`config.mk`:
```
export PLATFORM = sky130hd
export DESIGN_NAME = block_spawner_flat
export DESIGN_NICKNAME = d
export VERILOG_FILES = /design/src/rtl/block_spawner_if.sv /design/src/rtl/block_spawner.sv /design/src/flat_wrapper.sv
export SDC_FILE = /design/constraint.sdc
export NUM_CORES = 1
export LEC_CHECK = 0
export CORE_MARGIN = 10
export CORE_UTILIZATION = 53
export DETAILED_ROUTE_END_ITERATION = 10
export PLACE_DENSITY_LB_ADDON = 0.1
export SYNTH_ARGS = -nofsm -noshare
export SYNTH_HDL_FRONTEND = slang
export SYNTH_SLANG_ARGS = --single-unit
```
`constraint.sdc`:
```
create_clock -name clock -period 5.3 [get_ports clock]
set_input_delay 1.06 -clock clock [delete_from_list [all_inputs] [get_ports clock]]
set_output_delay 1.06 -clock clock [all_outputs]
set_load 0.02 [all_outputs]
```
`src/rtl/block_spawner_if.sv`:
```
// block_spawner_if: frame strobe and run gate in, packed obstacle slot buses out.
interface block_spawner_if;
    logic        update_screen;
    logic        enable;
    logic [54:0] load_block_bottom_left_corner_x_pos;
    logic [54:0] load_block_bottom_left_corner_y_pos;
    logic [10:0] load_curr_shape_id;
    logic [10:0] scroll;
    logic        spawn_pulse;
    logic        ready;
    modport master (
        input  update_screen, enable,
        output load_block_bottom_left_corner_x_pos, load_block_bottom_left_corner_y_pos,
               load_curr_shape_id, scroll, spawn_pulse, ready
    );
    modport slave (
        output update_screen, enable,
        input  load_block_bottom_left_corner_x_pos, load_block_bottom_left_corner_y_pos,
               load_curr_shape_id, scroll, spawn_pulse, ready
    );
endinterface

```
`src/rtl/block_spawner.sv`:
```
// block_spawner: five-slot obstacle source with LFSR spacing/height and scroll-synchronous recycling.
module block_spawner #(
    parameter logic [10:0] START_X     = 11'd160,
    parameter logic [10:0] GROUND_Y    = 11'd89,
    parameter logic [10:0] BLOCK_H     = 11'd10,
    parameter logic [10:0] BLOCK_W     = 11'd10,
    parameter logic [10:0] GAP_MIN     = 11'd40,
    parameter logic [10:0] SCROLL_STEP = 11'd2,
    parameter logic [15:0] LFSR_SEED   = 16'hACE1
) (
    input logic clock,
    input logic reset,
    block_spawner_if.master bus
);
    typedef enum logic {FILL, RUN} state_t;
    state_t      state;
    logic [2:0]  fill_idx;
    logic [10:0] x_q [5];
    logic [10:0] y_q [5];
    logic [4:0]  tall;
    logic [15:0] lfsr;
    logic [10:0] tail_x;
    logic [10:0] scroll_q;
    logic        spawn_q;
    logic        ready_q;
    logic [10:0] gap;
    logic [10:0] new_y;
    logic [10:0] write_x;
    logic [15:0] lfsr_nxt;
    logic [4:0]  expired;
    logic [2:0]  victim;
    assign gap      = GAP_MIN + {5'd0, lfsr[4:0], 1'b0};
    assign new_y    = lfsr[5] ? GROUND_Y - BLOCK_H : GROUND_Y;
    assign lfsr_nxt = {lfsr[14:0], lfsr[15] ^ lfsr[13] ^ lfsr[12] ^ lfsr[10]};
    assign write_x  = (state == FILL && fill_idx == 3'd0) ? START_X : tail_x + gap;
    genvar g;
    for (g = 0; g < 5; g++) begin : g_slot
        logic [10:0] rel;
        // Sign bit of the 11-bit distance from the left edge; valid while live spread < 1024.
        assign rel        = x_q[g] + BLOCK_W - scroll_q;
        assign expired[g] = rel[10];
        assign bus.load_block_bottom_left_corner_x_pos[11*g +: 11] = x_q[g];
        assign bus.load_block_bottom_left_corner_y_pos[11*g +: 11] = y_q[g];
    end
    assign victim = expired[0] ? 3'd0 : expired[1] ? 3'd1 : expired[2] ? 3'd2 : expired[3] ? 3'd3 : 3'd4;
    assign bus.load_curr_shape_id = {6'd0, tall};
    assign bus.scroll             = scroll_q;
    assign bus.spawn_pulse        = spawn_q;
    assign bus.ready              = ready_q;
    always_ff @(posedge clock) begin
        if (reset) begin
            state    <= FILL;
            fill_idx <= 3'd0;
            for (int i = 0; i < 5; i++) begin
                x_q[i] <= 11'd0;
                y_q[i] <= GROUND_Y;
            end
            tall     <= 5'd0;
            lfsr     <= LFSR_SEED;
            tail_x   <= 11'd0;
            scroll_q <= 11'd0;
            spawn_q  <= 1'b0;
            ready_q  <= 1'b0;
        end else if (state == FILL) begin
            x_q[fill_idx]  <= write_x;
            y_q[fill_idx]  <= new_y;
            tall[fill_idx] <= lfsr[5];
            tail_x         <= write_x;
            lfsr           <= lfsr_nxt;
            fill_idx       <= fill_idx + 3'd1;
            spawn_q        <= 1'b0;
            ready_q        <= 1'b0;
            if (fill_idx == 3'd4)
                state <= RUN;
        end else begin
            ready_q <= 1'b1;
            spawn_q <= 1'b0;
            if (bus.update_screen && bus.enable) begin
                scroll_q <= scroll_q + SCROLL_STEP;
                if (|expired) begin
                    x_q[victim]  <= write_x;
                    y_q[victim]  <= new_y;
                    tall[victim] <= lfsr[5];
                    tail_x       <= write_x;
                    lfsr         <= lfsr_nxt;
                    spawn_q      <= 1'b1;
                end
            end
        end
    end
endmodule
```
`src/flat_wrapper.sv`:
```
// flat-port wrapper written by rule: the top's interface ports become plain ports
module block_spawner_flat 
#(
    parameter logic [10:0] START_X     = 11'd160,
    parameter logic [10:0] GROUND_Y    = 11'd89,
    parameter logic [10:0] BLOCK_H     = 11'd10,
    parameter logic [10:0] BLOCK_W     = 11'd10,
    parameter logic [10:0] GAP_MIN     = 11'd40,
    parameter logic [10:0] SCROLL_STEP = 11'd2,
    parameter logic [15:0] LFSR_SEED   = 16'hACE1
)
  (clock, reset, bus_update_screen, bus_enable, bus_load_block_bottom_left_corner_x_pos, bus_load_block_bottom_left_corner_y_pos, bus_load_curr_shape_id, bus_scroll, bus_spawn_pulse, bus_ready);
  block_spawner_if bus_i ();
  input logic clock;
  input logic reset;
  input wire logic [$bits(bus_i.update_screen)-1:0] bus_update_screen;
  input wire logic [$bits(bus_i.enable)-1:0] bus_enable;
  output wire logic [$bits(bus_i.load_block_bottom_left_corner_x_pos)-1:0] bus_load_block_bottom_left_corner_x_pos;
  output wire logic [$bits(bus_i.load_block_bottom_left_corner_y_pos)-1:0] bus_load_block_bottom_left_corner_y_pos;
  output wire logic [$bits(bus_i.load_curr_shape_id)-1:0] bus_load_curr_shape_id;
  output wire logic [$bits(bus_i.scroll)-1:0] bus_scroll;
  output wire logic [$bits(bus_i.spawn_pulse)-1:0] bus_spawn_pulse;
  output wire logic [$bits(bus_i.ready)-1:0] bus_ready;
  assign bus_i.update_screen = bus_update_screen;
  assign bus_i.enable = bus_enable;
  assign bus_load_block_bottom_left_corner_x_pos = bus_i.load_block_bottom_left_corner_x_pos;
  assign bus_load_block_bottom_left_corner_y_pos = bus_i.load_block_bottom_left_corner_y_pos;
  assign bus_load_curr_shape_id = bus_i.load_curr_shape_id;
  assign bus_scroll = bus_i.scroll;
  assign bus_spawn_pulse = bus_i.spawn_pulse;
  assign bus_ready = bus_i.ready;
  block_spawner #(.START_X(START_X), .GROUND_Y(GROUND_Y), .BLOCK_H(BLOCK_H), .BLOCK_W(BLOCK_W), .GAP_MIN(GAP_MIN), .SCROLL_STEP(SCROLL_STEP), .LFSR_SEED(LFSR_SEED)) u_core (.clock(clock), .reset(reset), .bus(bus_i));
endmodule
```
==> results of run 1 <==
where the power goes:
part | switching (mW) | leakage, nW | internal [mW]
logic | 0.549 | 2.04 | 0.316
clock network | 0.393 | 0.285 | 0.778
registers | 0.0710 | 1.06 | 1.03
synth_stat cells (3+ instances only):
cell type	count
sky130_fd_sc_hd__o21ai_0	12
sky130_fd_sc_hd__or3_1	3
sky130_fd_sc_hd__and3_1	4
sky130_fd_sc_hd__o211ai_1	6
sky130_fd_sc_hd__and4_1	3
sky130_fd_sc_hd__nor2b_1	11
sky130_fd_sc_hd__nand3_1	24
sky130_fd_sc_hd__a211oi_1	8
sky130_fd_sc_hd__nor4b_1	3
sky130_fd_sc_hd__o21bai_1	3
sky130_fd_sc_hd__a21bo_2	3
sky130_fd_sc_hd__a21o_1	7
sky130_fd_sc_hd__edfxtp_1	65
sky130_fd_sc_hd__buf_4	52
sky130_fd_sc_hd__nand2_1	60
sky130_fd_sc_hd__buf_6	4
sky130_fd_sc_hd__ha_1	95
sky130_fd_sc_hd__nor3_1	61
sky130_fd_sc_hd__and4_4	3
sky130_fd_sc_hd__nor2_1	33
sky130_fd_sc_hd__xnor2_1	25
sky130_fd_sc_hd__a31o_2	3
sky130_fd_sc_hd__clkbuf_1	13
sky130_fd_sc_hd__xor2_1	6
sky130_fd_sc_hd__buf_2	13
sky130_fd_sc_hd__a21oi_1	37
sky130_fd_sc_hd__o31ai_1	3
sky130_fd_sc_hd__inv_1	42
sky130_fd_sc_hd__dfxtp_1	48
per-stage QoR:
step | total power, mW | setup WS (ps) | util
6_report | 3.13 | 572 | 0.645
5_1_grt | 3.28 | 216 | 0.645
4_1_cts | 3.15 | 585 | 0.645
3_5_place_dp | 1.97 | 608 | 0.599
3_3_place_gp | 1.95 | 673 | 0.599
2_1_floorplan | 1.70 | 919 | -
worst paths after layout:
path,startpoint,end,slack (ps),cells past startpoint
min reg2reg,u_core.lfsr[8],u_core.lfsr[8],450,2
min,u_core.lfsr[8],u_core.lfsr[8],450,2
max reg2reg,u_core.bus.scroll[1],u_core.x_q[2][2],570,11
max,u_core.bus.scroll[1],u_core.x_q[2][2],570,11
final cells by class:
class	instances	share of cell area
clock buffers	20	0.0515
clock inverters	12	0.0195
inverters	42	0.0186
multi-input cells	513	0.426
flip-flops and latches	113	0.344
well taps	176	0.0260
repair buffers	99	0.114
worst register-to-register path: cells and delay by family, from the launching register on:
family / cells / cell delay, ps
fa+ha+maj: 2 / 500
flops: 1 / 700
buf+inv: 1 / 40
simple gates: 3 / 980
compound gates: 5 / 2110
logic make-up after synthesis:
logic type               Yosys count  synth area share
adder cells (fa/ha/maj)           96             0.171
multiplexers                       3           0.00442
AO/OA/AOI/OAI                    115             0.117
other                              2           0.00106
XOR/XNOR                          31            0.0384
flip-flops                       113             0.412
buffers and inverters            126             0.101
AND/OR/NAND/NOR                  221             0.155
sequential cells by signal, indices dropped and copies added (netlist names):
signal                  flops
u_core.x_q                 55
u_core.lfsr                16
u_core.tail_x              11
u_core.bus.scroll          10
u_core.y_q                 10
u_core.tall                 5
u_core.fill_idx             3
u_core.bus.ready            1
u_core.bus.spawn_pulse      1
u_core.state                1
metal layers:
| metal | vias to the layer above | GRT usage | share of wire |
|---|---|---|---|
| li1 | 2594 | - | - |
| met1 | 2604 | 0.273 | 0.44 |
| met2 | 192 | 0.344 | 0.48 |
| met3 | 25 | 0.0497 | 0.070 |
| met4 | 0 | 0.0724 | 0.016 |
| met5 | - | 0 | 0 |
==> reports/metrics.yaml, run 1 <==
run_status:
  run_status: "completed"
timing:
  finalCritPeriodShare: 0.892
  finalSetupViolCount: 0
  final_hold_viol_count: 0
  hold-worst-slack_ps: 454
  relSlewSlack: 0.152
  aggregate_negative_setup_slack_ps: 0
  period_minus_slack_ps: 4730
  final-max-slew-violation-count: 0
  rsz_0062_raised_after_global_routing: "false"
  worst-slew-pin-transition_ps: 1260
  maximum_clock_rate_mhz: 211
  finalClockSkew_ps: 8.53
detailed_routing:
  drt-vias-per-instance: 5.55
  drt_pre_antenna_iters: 5
  first_iter_violations: 454
  wl_um: 19400
  ant_nets: 0
  routed_wire_length_per_instance_um: 19.9
  vias: 5415
  drt_drc_violations_left: 0
placed_design:
  dpl_cell_area_sq_um: 7870
  place.detailed.hpwl_um: 14900
  gp_congestion: 0.889
  place_inst: 943
  port_buffers: 90
critical_path:
  crit_chain: "ha_1 -> inv_1 -> ha_1 -> nor2b_1 -> o2111a_1 -> nor4b_1 -> o22ai_1 -> nor2_1 -> a32o_1 -> o211ai_4 -> o21ai_1"
  path_max_fanout: 26
  crit_arrival_ps: 4750
  critical_path.slowest_cell: "sky130_fd_sc_hd__o21ai_1"
  startpoint_type: "register"
  number_of_buffers_and_inverters_on_the_critical_path: 1
  worst_setup_path_end_kind: "register"
  cp_slowest_stage_delay_ps: 1070
  setup.worst_path.class: "reg2reg"
  worst_ep_required_time_ps: 5330
  critical_path.top_delay_family: "compound AO/OA/AOI/OAI gates"
  critPathMostFrequentCell: "sky130_fd_sc_hd__ha_1"
finish:
  fin_area_sq_um: 8470
  multi_input_comb_area_sq_um: 3610
  layout.nets: 886
  antenna_cells: 0
  ff_latch_area_sq_um: 2910
  areaGrowthSynthToFinish_pct: 19.8
  layout.cells.most_common: "sky130_fd_sc_hd__ha_1"
  mostFrequentLayoutCells: "sky130_fd_sc_hd__ha_1 (95), sky130_fd_sc_hd__clkdlybuf4s50_1 (90), sky130_fd_sc_hd__edfxtp_1 (65)"
  post_layout_nonfiller_instances: 975
  layout-drive-gt1-share: 0.0751
  final.fill_count: 1096
logic_synthesis:
  share_of_synthesized_area_occupied_by_flip_flops_and_latches: 0.412
  post_synth_instance_area_sq_um: 7070
  synth_area_leaders: "sky130_fd_sc_hd__edfxtp_1 (28%), sky130_fd_sc_hd__ha_1 (17%), sky130_fd_sc_hd__dfxtp_1 (14%), sky130_fd_sc_hd__buf_4 (5.5%), sky130_fd_sc_hd__nor3_1 (4.3%)"
  postSynth.topFlopCell: "sky130_fd_sc_hd__edfxtp_1"
  synth_edf_count: 65
  synth.distinct_cells: 70
  yosys.area.top_type_share: 0.276
  synth_area_per_inst_sq_um: 10.0
  synth_top_cell_by_area: "sky130_fd_sc_hd__edfxtp_1"
  ys_warn_count: 0
  synth-seq-cells: 113
  netlist_instances: 707
  synth_async_sr_flop_share: 0
floorplanning:
  io_pins: 138
  design.die.area_sq_um: 18400
  placeableCoreArea_sq_um: 13100
  floorplan.initialDensity: 0.538
  floorplan.die.height_um: 136
  core.rowCount: 42
  die-width_um: 136
clock_tree:
  cts_buffers: 17
  tritoncts: "yes"
  ctsRootBufferMaster: "sky130_fd_sc_hd__clkbuf_16"
  clkSinkCount: 113
  cts.repair_timing.setup_buffer_count: 0
  clk_pin_slew_ps: 50
  cts_buffer_depth: 2
  worst_skew_late_latency_ps: 420
  cts.htree.levels: 4
  ctsResizeCount: 0
  ctsHoldBuffers: 0
pwr:
  cellPowerDensity_nw_per_um2: 370
  static-leakage-power_nw: 3.38
  vdd_drop_max_mv: 0.238
grt:
  grtUsageTotal: 0.213
  grt_remaining_overflow: 0
  maximum_number_of_pins_on_one_net_before_global_route_repair: 43
  grt_first_pass_wirelength_um: 29900
  grt_antenna_before_repair: 0
  grt_pass1_vias: 5308
hold_path:
  holdCritPathClass: "reg2reg"
flow_run:
  total_of_max_cap_violations: 0
No activity file was read; power rests on OpenSTA's default activity.
==> run 2: changes to the inputs <==
Settings changed: ABC_AREA from default to 1.
==> run 2 against run 1 <==
Compared with the run above:
- maximum frequency grew 21%
- global-route usage decreased by 0.57 points
- sequential power is essentially flat
- largest cell class unchanged
- highest routed layer unchanged
==> reports/metrics.yaml, run 2 <==
run_status:
  run_status: "completed"
timing:
  period_minus_slack_ps: 3910
  hold-worst-slack_ps: 461
  rsz_0062_raised_after_global_routing: "false"
  relSlewSlack: 0.515
  aggregate_negative_setup_slack_ps: 0
  finalClockSkew_ps: 9.36
  final-max-slew-violation-count: 0
  finalSetupViolCount: 0
  worst-slew-pin-transition_ps: 722
  finalCritPeriodShare: 0.738
  final_hold_viol_count: 0
  maximum_clock_rate_mhz: 256
grt:
  grt_remaining_overflow: 0
  maximum_number_of_pins_on_one_net_before_global_route_repair: 38
  grt_first_pass_wirelength_um: 29700
  grt_pass1_vias: 5716
  grtUsageTotal: 0.207
  grt_antenna_before_repair: 0
critical_path:
  crit_arrival_ps: 3960
  setup.worst_path.class: "reg2reg"
  worst_ep_required_time_ps: 5350
  worst_setup_path_end_kind: "register"
  path_max_fanout: 37
  startpoint_type: "register"
logic_synthesis:
  synth_common_cells: "sky130_fd_sc_hd__nand2_1 (162), sky130_fd_sc_hd__nor2_1 (111), sky130_fd_sc_hd__ha_1 (95)"
  synth_edf_count: 65
  netlist_instances: 826
  synth-seq-cells: 113
  synth_async_sr_flop_share: 0
  synth_area_leaders: "sky130_fd_sc_hd__edfxtp_1 (27%), sky130_fd_sc_hd__ha_1 (17%), sky130_fd_sc_hd__dfxtp_1 (13%), sky130_fd_sc_hd__nand2_1 (8.5%), sky130_fd_sc_hd__nor2_1 (5.8%)"
  synth_area_per_inst_sq_um: 8.63
  synth_top_cell_by_area: "sky130_fd_sc_hd__edfxtp_1"
  post_synth_instance_area_sq_um: 7130
  yosysMostFrequentCell: "sky130_fd_sc_hd__nand2_1"
  synth.distinct_cells: 36
  yosys.area.top_type_share: 0.274
  share_of_synthesized_area_occupied_by_flip_flops_and_latches: 0.409
  postSynth.topFlopCell: "sky130_fd_sc_hd__edfxtp_1"
  ys_warn_count: 0
pwr:
  design_power_total_mw: 2.97
  cellPowerDensity_nw_per_um2: 350
  vdd_drop_max_mv: 0.221
  static-leakage-power_nw: 3.76
finish:
  layout.cells.most_common: "sky130_fd_sc_hd__nand2_1"
  registers_with_the_most_flip_flops: "u_core.x_q x55, u_core.lfsr x16, u_core.tail_x x11"
  largest_reg_by_ff_count: "u_core.x_q"
  final.fill_count: 1119
  largest_reg_flops: 55
  mostFrequentLayoutCells: "sky130_fd_sc_hd__nand2_1 (162), sky130_fd_sc_hd__nor2_1 (111), sky130_fd_sc_hd__ha_1 (95)"
  multi_input_comb_area_sq_um: 3540
  layout-drive-gt1-share: 0.0649
  layout.nets: 1011
  ff_latch_area_sq_um: 2910
  post_layout_nonfiller_instances: 1100
  antenna_cells: 0
  areaGrowthSynthToFinish_pct: 19.2
detailed_routing:
  first_iter_violations: 327
  routed_wire_length_per_instance_um: 17.6
  drt-vias-per-instance: 5.22
  drt_pre_antenna_iters: 6
  wl_um: 19300
  drt_drc_violations_left: 0
  vias: 5739
  ant_nets: 0
placed_design:
  gp_congestion: 0.918
  place_inst: 1068
  port_buffers: 90
  place.detailed.hpwl_um: 15400
floorplanning:
  placeableCoreArea_sq_um: 13200
  floorplan.initialDensity: 0.540
  design.die.area_sq_um: 18500
  floorplan.die.height_um: 136
  die-width_um: 136
  io_pins: 138
  core.rowCount: 42
clock_tree:
  cts.htree.levels: 4
  cts_buffer_depth: 2
  cts.repair_timing.setup_buffer_count: 0
  clk_pin_slew_ps: 50
  cts_buffers: 17
  tritoncts: "yes"
  ctsResizeCount: 0
  ctsHoldBuffers: 0
  ctsRootBufferMaster: "sky130_fd_sc_hd__clkbuf_16"
  worst_skew_late_latency_ps: 420
  clkSinkCount: 113
hold_path:
  holdCritPathClass: "reg2reg"
flow_run:
  total_of_max_cap_violations: 0
==> run 2: cell types whose count changed after synthesis, moves of 8 or more <==
| cell | previous run | this run |
|---|---|---|
| sky130_fd_sc_hd__nand2_1 | 60 | 162 |
| sky130_fd_sc_hd__nor3_1 | 61 | 5 |
| sky130_fd_sc_hd__xnor2_1 | 25 | 4 |
| sky130_fd_sc_hd__nor2b_1 | 11 | 0 |
| sky130_fd_sc_hd__nand2_2 | 0 | 8 |
| sky130_fd_sc_hd__inv_1 | 42 | 83 |
| sky130_fd_sc_hd__buf_2 | 13 | 2 |
| sky130_fd_sc_hd__nand4_1 | 2 | 12 |
| sky130_fd_sc_hd__nor2_1 | 33 | 111 |
| sky130_fd_sc_hd__a21oi_1 | 37 | 51 |
| sky130_fd_sc_hd__o21ai_0 | 12 | 30 |
| sky130_fd_sc_hd__nor2_2 | 0 | 8 |
==> run 2: path summary, 6_finish.rpt <==
check | startpoint | to | slack (ps) | cells past startpoint
worst min-delay path | u_core.lfsr[14] | u_core.lfsr[14] | 460 | 2
worst max register to register | u_core.bus.scroll[9] | u_core.y_q[3][4] | 1390 | 16
worst max-delay path | u_core.bus.scroll[9] | u_core.y_q[3][4] | 1390 | 16
worst min register to register | u_core.lfsr[14] | u_core.lfsr[14] | 460 | 2
==> run 2: cells by family (layout without fill, tap and decap cells) <==
kind of cell / Yosys count / count (layout) / share of synthesized area
xor+xnor: 4 / 4 / 0.00492
other cells: 2 / 47 / 0.00105
fa+ha+maj: 96 / 96 / 0.170
buf+inv: 158 / 211 / 0.118
compound gates: 99 / 99 / 0.0748
flops: 113 / 113 / 0.409
simple gates: 354 / 354 / 0.223
==> run 2: cell type report <==
type,instances,area share
clock inverters,13,0.0169
flip-flops and latches,113,0.343
inverters,88,0.0389
multi-input cells,600,0.417
clock buffers,19,0.0510
repair buffers,91,0.107
well taps,176,0.0259
==> run 2: power breakdown <==
part | leakage, nW | internal, mW | switching, mW
clock | 0.278 | 0.728 | 0.392
sequential | 1.06 | 1.02 | 0.0657
combinational | 2.42 | 0.262 | 0.502
==> run 2: layer usage <==
layer	global-route usage	part of all wire	up-vias
met2	0.387	0.53	168
met1	0.216	0.38	2716
met3	0.0432	0.055	42
li1	-	-	2813
met5	0	0	-
met4	0.0947	0.033	0
==> run 2: metrics by stage <==
step / utilization / setup WS [ps] / area (sq um)
after global placement: 0.600 / 1460 / 7910
after floorplan: - / 1980 / 7290
after detailed placement: 0.600 / 1360 / 7910
after global routing: 0.644 / 1060 / 8490
final: 0.644 / 1390 / 8490
after CTS: 0.644 / 1360 / 8490
==> run 2: critical path: stages (launching register included) <==
cell	delay [ps]
sky130_fd_sc_hd__dfxtp_1	300
sky130_fd_sc_hd__inv_1	300
sky130_fd_sc_hd__ha_1	300
sky130_fd_sc_hd__ha_1	300
sky130_fd_sc_hd__nand2_1	90
sky130_fd_sc_hd__nor2_1	200
sky130_fd_sc_hd__nand3b_1	150
sky130_fd_sc_hd__nand4_1	190
sky130_fd_sc_hd__nand2_1	140
sky130_fd_sc_hd__nor2_2	220
sky130_fd_sc_hd__nand3_4	160
sky130_fd_sc_hd__nand2_2	110
sky130_fd_sc_hd__nand2_4	220
sky130_fd_sc_hd__nand2_4	200
sky130_fd_sc_hd__nor2_4	70
sky130_fd_sc_hd__nand2_2	210
sky130_fd_sc_hd__nand2_1	370
